===== src/rtl/axi_w_snoop_streamer.sv =====
// -----------------------------------------------------------------------------
// axi_w_snoop_streamer
//
// Sits on the AXI write-data (W) channel. Every beat is forwarded from the
// slave side to the master side with zero latency, and every accepted beat is
// also captured ({wlast, wdata}) into a small FIFO. The captured bursts are
// then offered to the shared stream arbiter one whole burst at a time:
// in_progress holds the stream for the full burst, across arbiter stalls and
// across gaps where the FIFO runs dry in the middle of a burst.
//
// Ports
//   clk, resetn              clock (rising edge), async active-low reset
//   ready                    arbiter accepts the current stream beat
//   valid                    a stream beat is available
//   in_progress              this block owns the stream
//   data, data_last          head beat of the capture FIFO (0 when empty)
//   AXIS_w*                  AXI W slave-side inputs, AXIS_wready output
//   AXIM_w*                  AXI W master-side outputs, AXIM_wready input
// -----------------------------------------------------------------------------
module axi_w_snoop_streamer #(
  parameter int DATA_WIDTH = 128,
  parameter int ID_WIDTH   = 32,
  parameter int USER_WIDTH = 64,
  parameter int FIFO_DEPTH = 16,
  parameter int CNT_WIDTH  = 5
) (
  input  logic                    clk,
  input  logic                    resetn,
  // stream side
  input  logic                    ready,
  output logic                    valid,
  output logic                    in_progress,
  output logic [DATA_WIDTH-1:0]   data,
  output logic                    data_last,
  // AXI W slave side
  input  logic [ID_WIDTH-1:0]     AXIS_wid,
  input  logic [DATA_WIDTH-1:0]   AXIS_wdata,
  input  logic [DATA_WIDTH/8-1:0] AXIS_wstrb,
  input  logic                    AXIS_wlast,
  input  logic [USER_WIDTH-1:0]   AXIS_wuser,
  input  logic                    AXIS_wvalid,
  output logic                    AXIS_wready,
  // AXI W master side
  output logic [ID_WIDTH-1:0]     AXIM_wid,
  output logic [DATA_WIDTH-1:0]   AXIM_wdata,
  output logic [DATA_WIDTH/8-1:0] AXIM_wstrb,
  output logic                    AXIM_wlast,
  output logic [USER_WIDTH-1:0]   AXIM_wuser,
  output logic                    AXIM_wvalid,
  input  logic                    AXIM_wready
);

  localparam int PTR_W = $clog2(FIFO_DEPTH);

  typedef enum logic {
    IDLE   = 1'b0,
    STREAM = 1'b1
  } state_t;

  state_t                state, state_nxt;

  // Pointers carry one extra wrap bit to tell full from empty.
  logic [PTR_W:0]        wr_ptr, rd_ptr;
  logic [DATA_WIDTH:0]   mem [FIFO_DEPTH];
  logic [CNT_WIDTH-1:0]  bursts;

  logic                  full, empty;
  logic                  cap, pop;
  logic [DATA_WIDTH:0]   head;
  logic                  head_last;

  assign full  = (wr_ptr[PTR_W] != rd_ptr[PTR_W]) &&
                 (wr_ptr[PTR_W-1:0] == rd_ptr[PTR_W-1:0]);
  assign empty = (wr_ptr == rd_ptr);

  // ---- passthrough (combinational) ----
  assign AXIM_wid    = AXIS_wid;
  assign AXIM_wdata  = AXIS_wdata;
  assign AXIM_wstrb  = AXIS_wstrb;
  assign AXIM_wlast  = AXIS_wlast;
  assign AXIM_wuser  = AXIS_wuser;
  // A full FIFO stalls the W channel in both directions so no beat can slip
  // past without being captured.
  assign AXIM_wvalid = AXIS_wvalid & ~full;
  assign AXIS_wready = AXIM_wready & ~full;

  assign cap = AXIS_wvalid & AXIS_wready;

  // ---- capture FIFO storage (data only, no reset) ----
  always_ff @(posedge clk) begin
    if (cap) begin
      mem[wr_ptr[PTR_W-1:0]] <= {AXIS_wlast, AXIS_wdata};
    end
  end

  // First-word fall-through head; outputs read 0 while the FIFO is empty.
  assign head      = mem[rd_ptr[PTR_W-1:0]];
  assign head_last = head[DATA_WIDTH];
  assign data      = empty ? '0 : head[DATA_WIDTH-1:0];
  assign data_last = ~empty & head_last;

  // ---- stream FSM: next state and handshake outputs ----
  always_comb begin
    state_nxt   = state;
    valid       = 1'b0;
    in_progress = 1'b0;
    case (state)
      IDLE: begin
        // A full FIFO releases a burst early so bursts longer than the FIFO
        // cannot deadlock the W channel.
        valid = (bursts != '0) | full;
        if (valid & ready) begin
          in_progress = 1'b1;
          if (!head_last) begin
            state_nxt = STREAM;
          end
        end
      end
      STREAM: begin
        valid       = ~empty;
        in_progress = 1'b1;
        if (valid & ready & head_last) begin
          state_nxt = IDLE;
        end
      end
      default: begin
        state_nxt = IDLE;
      end
    endcase
  end

  assign pop = valid & ready;

  // ---- control registers: state, pointers, burst count ----
  always_ff @(posedge clk or negedge resetn) begin
    if (!resetn) begin
      state  <= IDLE;
      wr_ptr <= '0;
      rd_ptr <= '0;
      bursts <= '0;
    end else begin
      state <= state_nxt;
      if (cap) begin
        wr_ptr <= wr_ptr + 1'b1;
      end
      if (pop) begin
        rd_ptr <= rd_ptr + 1'b1;
      end
      // A completed burst arriving while another completes leaving cancels.
      case ({cap & AXIS_wlast, pop & head_last})
        2'b10:   bursts <= bursts + CNT_WIDTH'(1);
        2'b01:   bursts <= bursts - CNT_WIDTH'(1);
        default: bursts <= bursts;
      endcase
    end
  end

endmodule


===== config.mk =====
export PLATFORM = sky130hd
export DESIGN_NAME = axi_w_snoop_streamer
export DESIGN_NICKNAME = d
export VERILOG_FILES = /design/src/rtl/axi_w_snoop_streamer.sv
export SDC_FILE = /design/constraint.sdc
export NUM_CORES = 2
export LEC_CHECK = 0
export BUFFER_PORTS_ARGS = -buffer_cell sky130_fd_sc_hd__buf_2
export CORE_ASPECT_RATIO = 1.2
export CORE_MARGIN = 5
export CORE_UTILIZATION = 40
export DETAILED_ROUTE_END_ITERATION = 10
export PLACE_DENSITY = 0.67
export SLEW_MARGIN = 20
export SYNTH_ARGS = -nofsm -noshare
export SYNTH_HDL_FRONTEND = slang
export SYNTH_SLANG_ARGS = --single-unit

===== constraint.sdc =====
create_clock -name clk -period 11.55 [get_ports clk]
set_input_delay 1.7325 -clock clk [delete_from_list [all_inputs] [get_ports clk]]
set_output_delay 1.7325 -clock clk [all_outputs]
set_load 0.01 [all_outputs]

Word level (Yosys, flattened, before mapping)

Memories as Yosys holds them, arrays and structs flattened.
Index checks and enable logic that the tools add are counted.

Register bits after elaboration: 16
Input bits: 246
Memory bits (writable): 2064
Memories kept: 1

Reduce and logical (&&, ||, !) cells: 3
Mux-type cells: 11
Eq/ne operators: 5
Bitwise logic cells: 14
Add/subtract/negate cells: 4

Memory list:

| memory | words | bits a word | read ports | clocked after memory_dff | wr ports | RTL line | RTL |
|---|---|---|---|---|---|---|---|
| mem    | 16    | 129         | 1          | 0                        | 1        | 64       | `logic [DATA_WIDTH:0] mem [FIFO_DEPTH];` |

Operators by type and width:

| operator                                         | number |
|---|---|
| 2-to-1 mux 128 bit                               | 1 |
| adder 5 x 1 -> 5 bit, second input constant      | 3 |
| bitwise AND 1 bit                                | 10 |
| one-hot mux 5 bit (2 select lines)               | 1 |
| 2-to-1 mux 1 bit                                 | 6 |
| one-hot mux 1 bit (2 select lines)               | 3 |
| == test 5 bit                                    | 1 |
| nonzero test 5 bit                               | 1 |
| subtractor 5 x 1 -> 5 bit, second input constant | 1 |
| == test 4 bit                                    | 1 |
| inverter 1 bit                                   | 3 |
| == test 2 x 1 -> 1 bit, second input constant    | 1 |
| == test 2 bit, second input constant             | 1 |
| nonzero test 2 bit                               | 1 |
| logical AND 1 bit                                | 1 |
| != test 1 bit                                    | 1 |
| OR 1 bit                                         | 1 |

Depth between registers and ports, before layout

Depth after elaboration: 8
Gate-level depth with buffers: 16
Gate-level depth less buffers: 12

Worst setup path before layout

Ideal clock, no wire load.

Path kind: input -> register
Start point: input port AXIM_wready
End point: memory mem[3][0] (netlist bit), enable pin
Stages on the path: 5
Library setup time: 0.775 ns
Buffers on the path: 1
Path slack: -0.323 ns
Arrival time: 11.098 ns
Path through: inv_1 -> a211oi_1 -> clkbuf_1 -> nand2_1 -> nor3_1

Longest elaborated chain between the ends: 4

Ends and longest elaborated chain:

| element                                | RTL line | RTL |
|---|---|---|
| start, declared                        | 50       | `input logic AXIM_wready` |
| bitwise AND 1 bit                      | 85       | `assign AXIS_wready = AXIM_wready & ~full;` |
| bitwise AND 1 bit                      | 87       | `assign cap = AXIS_wvalid & AXIS_wready;` |
| 2-to-1 mux 1 bit                       | 91       | `if (cap) begin` |
| 2-to-1 mux 1 bit (not written as such) | 92       | `mem[wr_ptr[PTR_W-1:0]] <= {AXIS_wlast, AXIS_wdata};` |
| end, declared                          | 64       |  |

Every way passes these cells.

Worst setup path in the final report

Start point: register rd_ptr[2]
End point: output port data[106]

Longest elaborated chain between the ends: 2

Ends and longest elaborated chain:

| element                                                     | RTL line | RTL |
|---|---|---|
| start, declared                                             | 63       | `logic [PTR_W:0] wr_ptr, rd_ptr;` |
| start signal, assigned                                      | 147      | `rd_ptr <= rd_ptr + 1'b1;` |
| memory read (16 x 129 bit) or == test 5 bit (tied branches) | --       |  |
| 2-to-1 mux 128 bit (*)                                      | 99       | `assign data = empty ? '0 : head[DATA_WIDTH-1:0];` |
| end, declared                                               | 33       | `output logic [DATA_WIDTH-1:0] data,` |

Every way passes the cells marked *; elsewhere a longest branch is shown, timed or not.

==> qor.txt <==
Skew-Pair Late Insertion Delay - 0.82 ns
slew margin rel. - 0.194
commonest non-fill, non-tap cell in the layout - edfxtp_1
Gates resized, CTS repair - 0
CTS sink count - 2,080
Synth Cell Area - 80,900 sq um
Peak VDD IR - 0.205 mV
RSZ-0062 raised after global routing - no
share of the synthesized area in the top cell type - 0.766
post-synth top area cell - edfxtp_1
CP max FO - 150
outcome - finished clean
Inst Count DP - 6,051
DIE AREA - 211,000 sq um
setup violators final - 0
TritonCTS clock tree - done
Post-synth EDFFs - 2,064
Core ar. - 201,000 sq um
Tot GR Track Use - 0.180
Clock H-tree levels - 4
Crit. End Element - output port
I/O pin total - 620
Buf/Inv on CP - 3
largest net degree at the start of global routing - 151
dpl cell area - 84,400 sq um
Die W - 421 um
number of global-route vias before repair - 37,600
Hold Path Class - flop to flop
Initial Util - 0.403
cell area after layout - 90,600 sq um
Final Critical Period - 6.79 ns
final worst-path cycle share - 0.588
Setup CP Type - flop to output port
syn nets - 3,609
final hold violations - 0
Gate power share - 0.296
Clock Power Share - 0.289
Vias - 35,900
P_sw - 6.23 mW
Critical Path Slowest Stage Cell - dfrtp_4
DR iter-0 viols - 3,757
WP data arrival - 5.06 ns
first-pass GRT wire length - 274,000 um
Lkg Pwr - 28.5 nW
drt wl/cell - 29.9 um
CP cell instances - buf_12 -> buf_4 -> mux4_2 -> mux4_2 -> nor2b_1 -> buf_2
Synth area leaders - edfxtp_1, mux4_2, buf_4
Flop pwr share - 0.415
hold_buf cts - 0
FFs w/ async S/R, synth - 0.00769
warnings from Yosys - 0
initial antenna violation count - 12
Die H - 503 um
most frequent cells in the layout - edfxtp_1, mux4_2, buf_2, clkbuf_16, nor2b_1
drt pass-1 iters - 5
Mapped Cells - 3,353
FF+latch count, synth - 2,080
post-DP HPWL - 102,000 um
DR vias/cell - 5.60
syn avg cell area - 24.1 sq um
setup TNS - 0 ns
Clock Tree Root - clkbuf_16
WP data required - 9.82 ns
critical path launch point type - flop
post-route insts no fill - 6,416
Num CTS Buffers - 197
port bufs - 395
Layout Skew - 0.0282 ns
postcts setup bufs - 0
clk slew on worst S/H paths - 0.06 ns
Cell variety after synth - 35
CP top delay family - buffers and inverters
Slew Viols, Final - 0
Final GP Congestion - 0.700
final core utilization - 0.451
register area share after synthesis - 0.771
max cap viols - 0
Max clock buf depth - 3
Area Overhead vs Synth - 12.0%
Worst path most repeated cell - mux4_2
Int Pwr - 15.4 mW
switching share of power - 0.289
DRC - 0
Worst Tran Pin Value - 1.21 ns
total congestion overflow - 0
Rows - 180
Fill cells - 16,600
Top FF cell, synth - edfxtp_1
Max stage delay on crit path - 0.91 ns
Post-Route WL - 192,000 um
Power per Cell Area - 238 nW/um^2
Fmax - 147 MHz
layout cells sized above 1 - 0.372
Layout Nets - 3,868
post-route antenna net violation count - 0
## state kept, by name, indices dropped and copies added (netlist names)
name    flops
mem      2064
bursts      5
rd_ptr      5
wr_ptr      5
state       1
## final timing paths
kind	endpoint	cells after the start	slack [ns]	from
setup / recovery	data[106]	6	4.76	rd_ptr[2]$_DFFE_PN0P_
hold / removal	rd_ptr[4]$_DFFE_PN0P_	1	0.49	rd_ptr[4]$_DFFE_PN0P_
setup reg to reg	bursts[4]$_DFFE_PN0P_	12	6.93	rd_ptr[2]$_DFFE_PN0P_
hold reg to reg	rd_ptr[4]$_DFFE_PN0P_	1	0.49	rd_ptr[4]$_DFFE_PN0P_
max in group asynchronous	rd_ptr[3]$_DFFE_PN0P_	1	10.40	resetn
min in group asynchronous	rd_ptr[1]$_DFFE_PN0P_	1	0.83	resetn
## final cells by class
cell class                 instances  area [sq um]  area share
clock inverter                   115          1060      0.0117
multi-input combinational        862         16100       0.177
inverter                           4          15.0    0.000166
tap                             2639          3300      0.0364
sequential                      2080         62400       0.689
clock buffer                     243          5120      0.0565
antenna                            6          15.0    0.000166
timing repair buffer             467          2630      0.0290
## stage by stage
step	setup WS, ns	hold WS, ns	total power, mW
floorplan	3.64	0.443	13.5
global placement	5.56	0.465	15.6
detailed placement	5.55	0.485	15.7
CTS	4.60	0.494	21.9
global route	4.42	0.511	22.5
finish	4.76	0.490	21.6
## synth_stat cells (2+ instances only)
library cell  instances
nand2_1               6
o21ai_0               4
inv_1                 4
nand2b_1              2
nor2_1                6
ha_1                  9
xnor2_1               9
nor2b_1             131
mux2_2                3
dfrtp_1              16
buf_4               241
o21ai_1               2
and3_1               16
a21oi_1               3
mux4_2              644
buf_1                 5
buf_2                62
and2_1                3
edfxtp_1           2064
xor2_1                9
nor3_1                2
a21o_1                2
buf_6                 4
clkbuf_1             95
## power groups by stage
stage | combinational (mW) | clock, mW | sequential (mW)
after global placement | 6.53 | 0 | 9.10
after global routing | 6.85 | 6.70 | 8.99
after CTS | 6.56 | 6.38 | 8.97
after floorplan | 4.53 | 0 | 8.99
final | 6.38 | 6.24 | 8.96
after detailed placement | 6.54 | 0 | 9.12
## kinds of logic (layout without fill, tap and decap cells)
kind of cell / count (synthesis) / count (layout) / share of synthesized area
xor gates and xnor gates: 18 / 18 / 0.00195
and+or+nand+nor: 170 / 170 / 0.0128
buffers and inverters: 411 / 829 / 0.0316
AOI/OAI and AO/OA: 16 / 16 / 0.00125
adders and majority gates: 10 / 10 / 0.00164
muxes: 648 / 648 / 0.180
DFF: 2080 / 2080 / 0.771
other: 0 / 6 / 0
## per-layer routing
| metal | part of all wire | vias to the layer above | track usage |
|---|---|---|---|
| met4 | 0.042 | 10 | 0.0742 |
| met1 | 0.40 | 19700 | 0.242 |
| met3 | 0.069 | 424 | 0.0331 |
| li1 | - | 14500 | - |
| met2 | 0.49 | 1311 | 0.294 |
| met5 | 0.00032 | - | 0 |
Note: power is estimated with default switching activity, not from simulation.
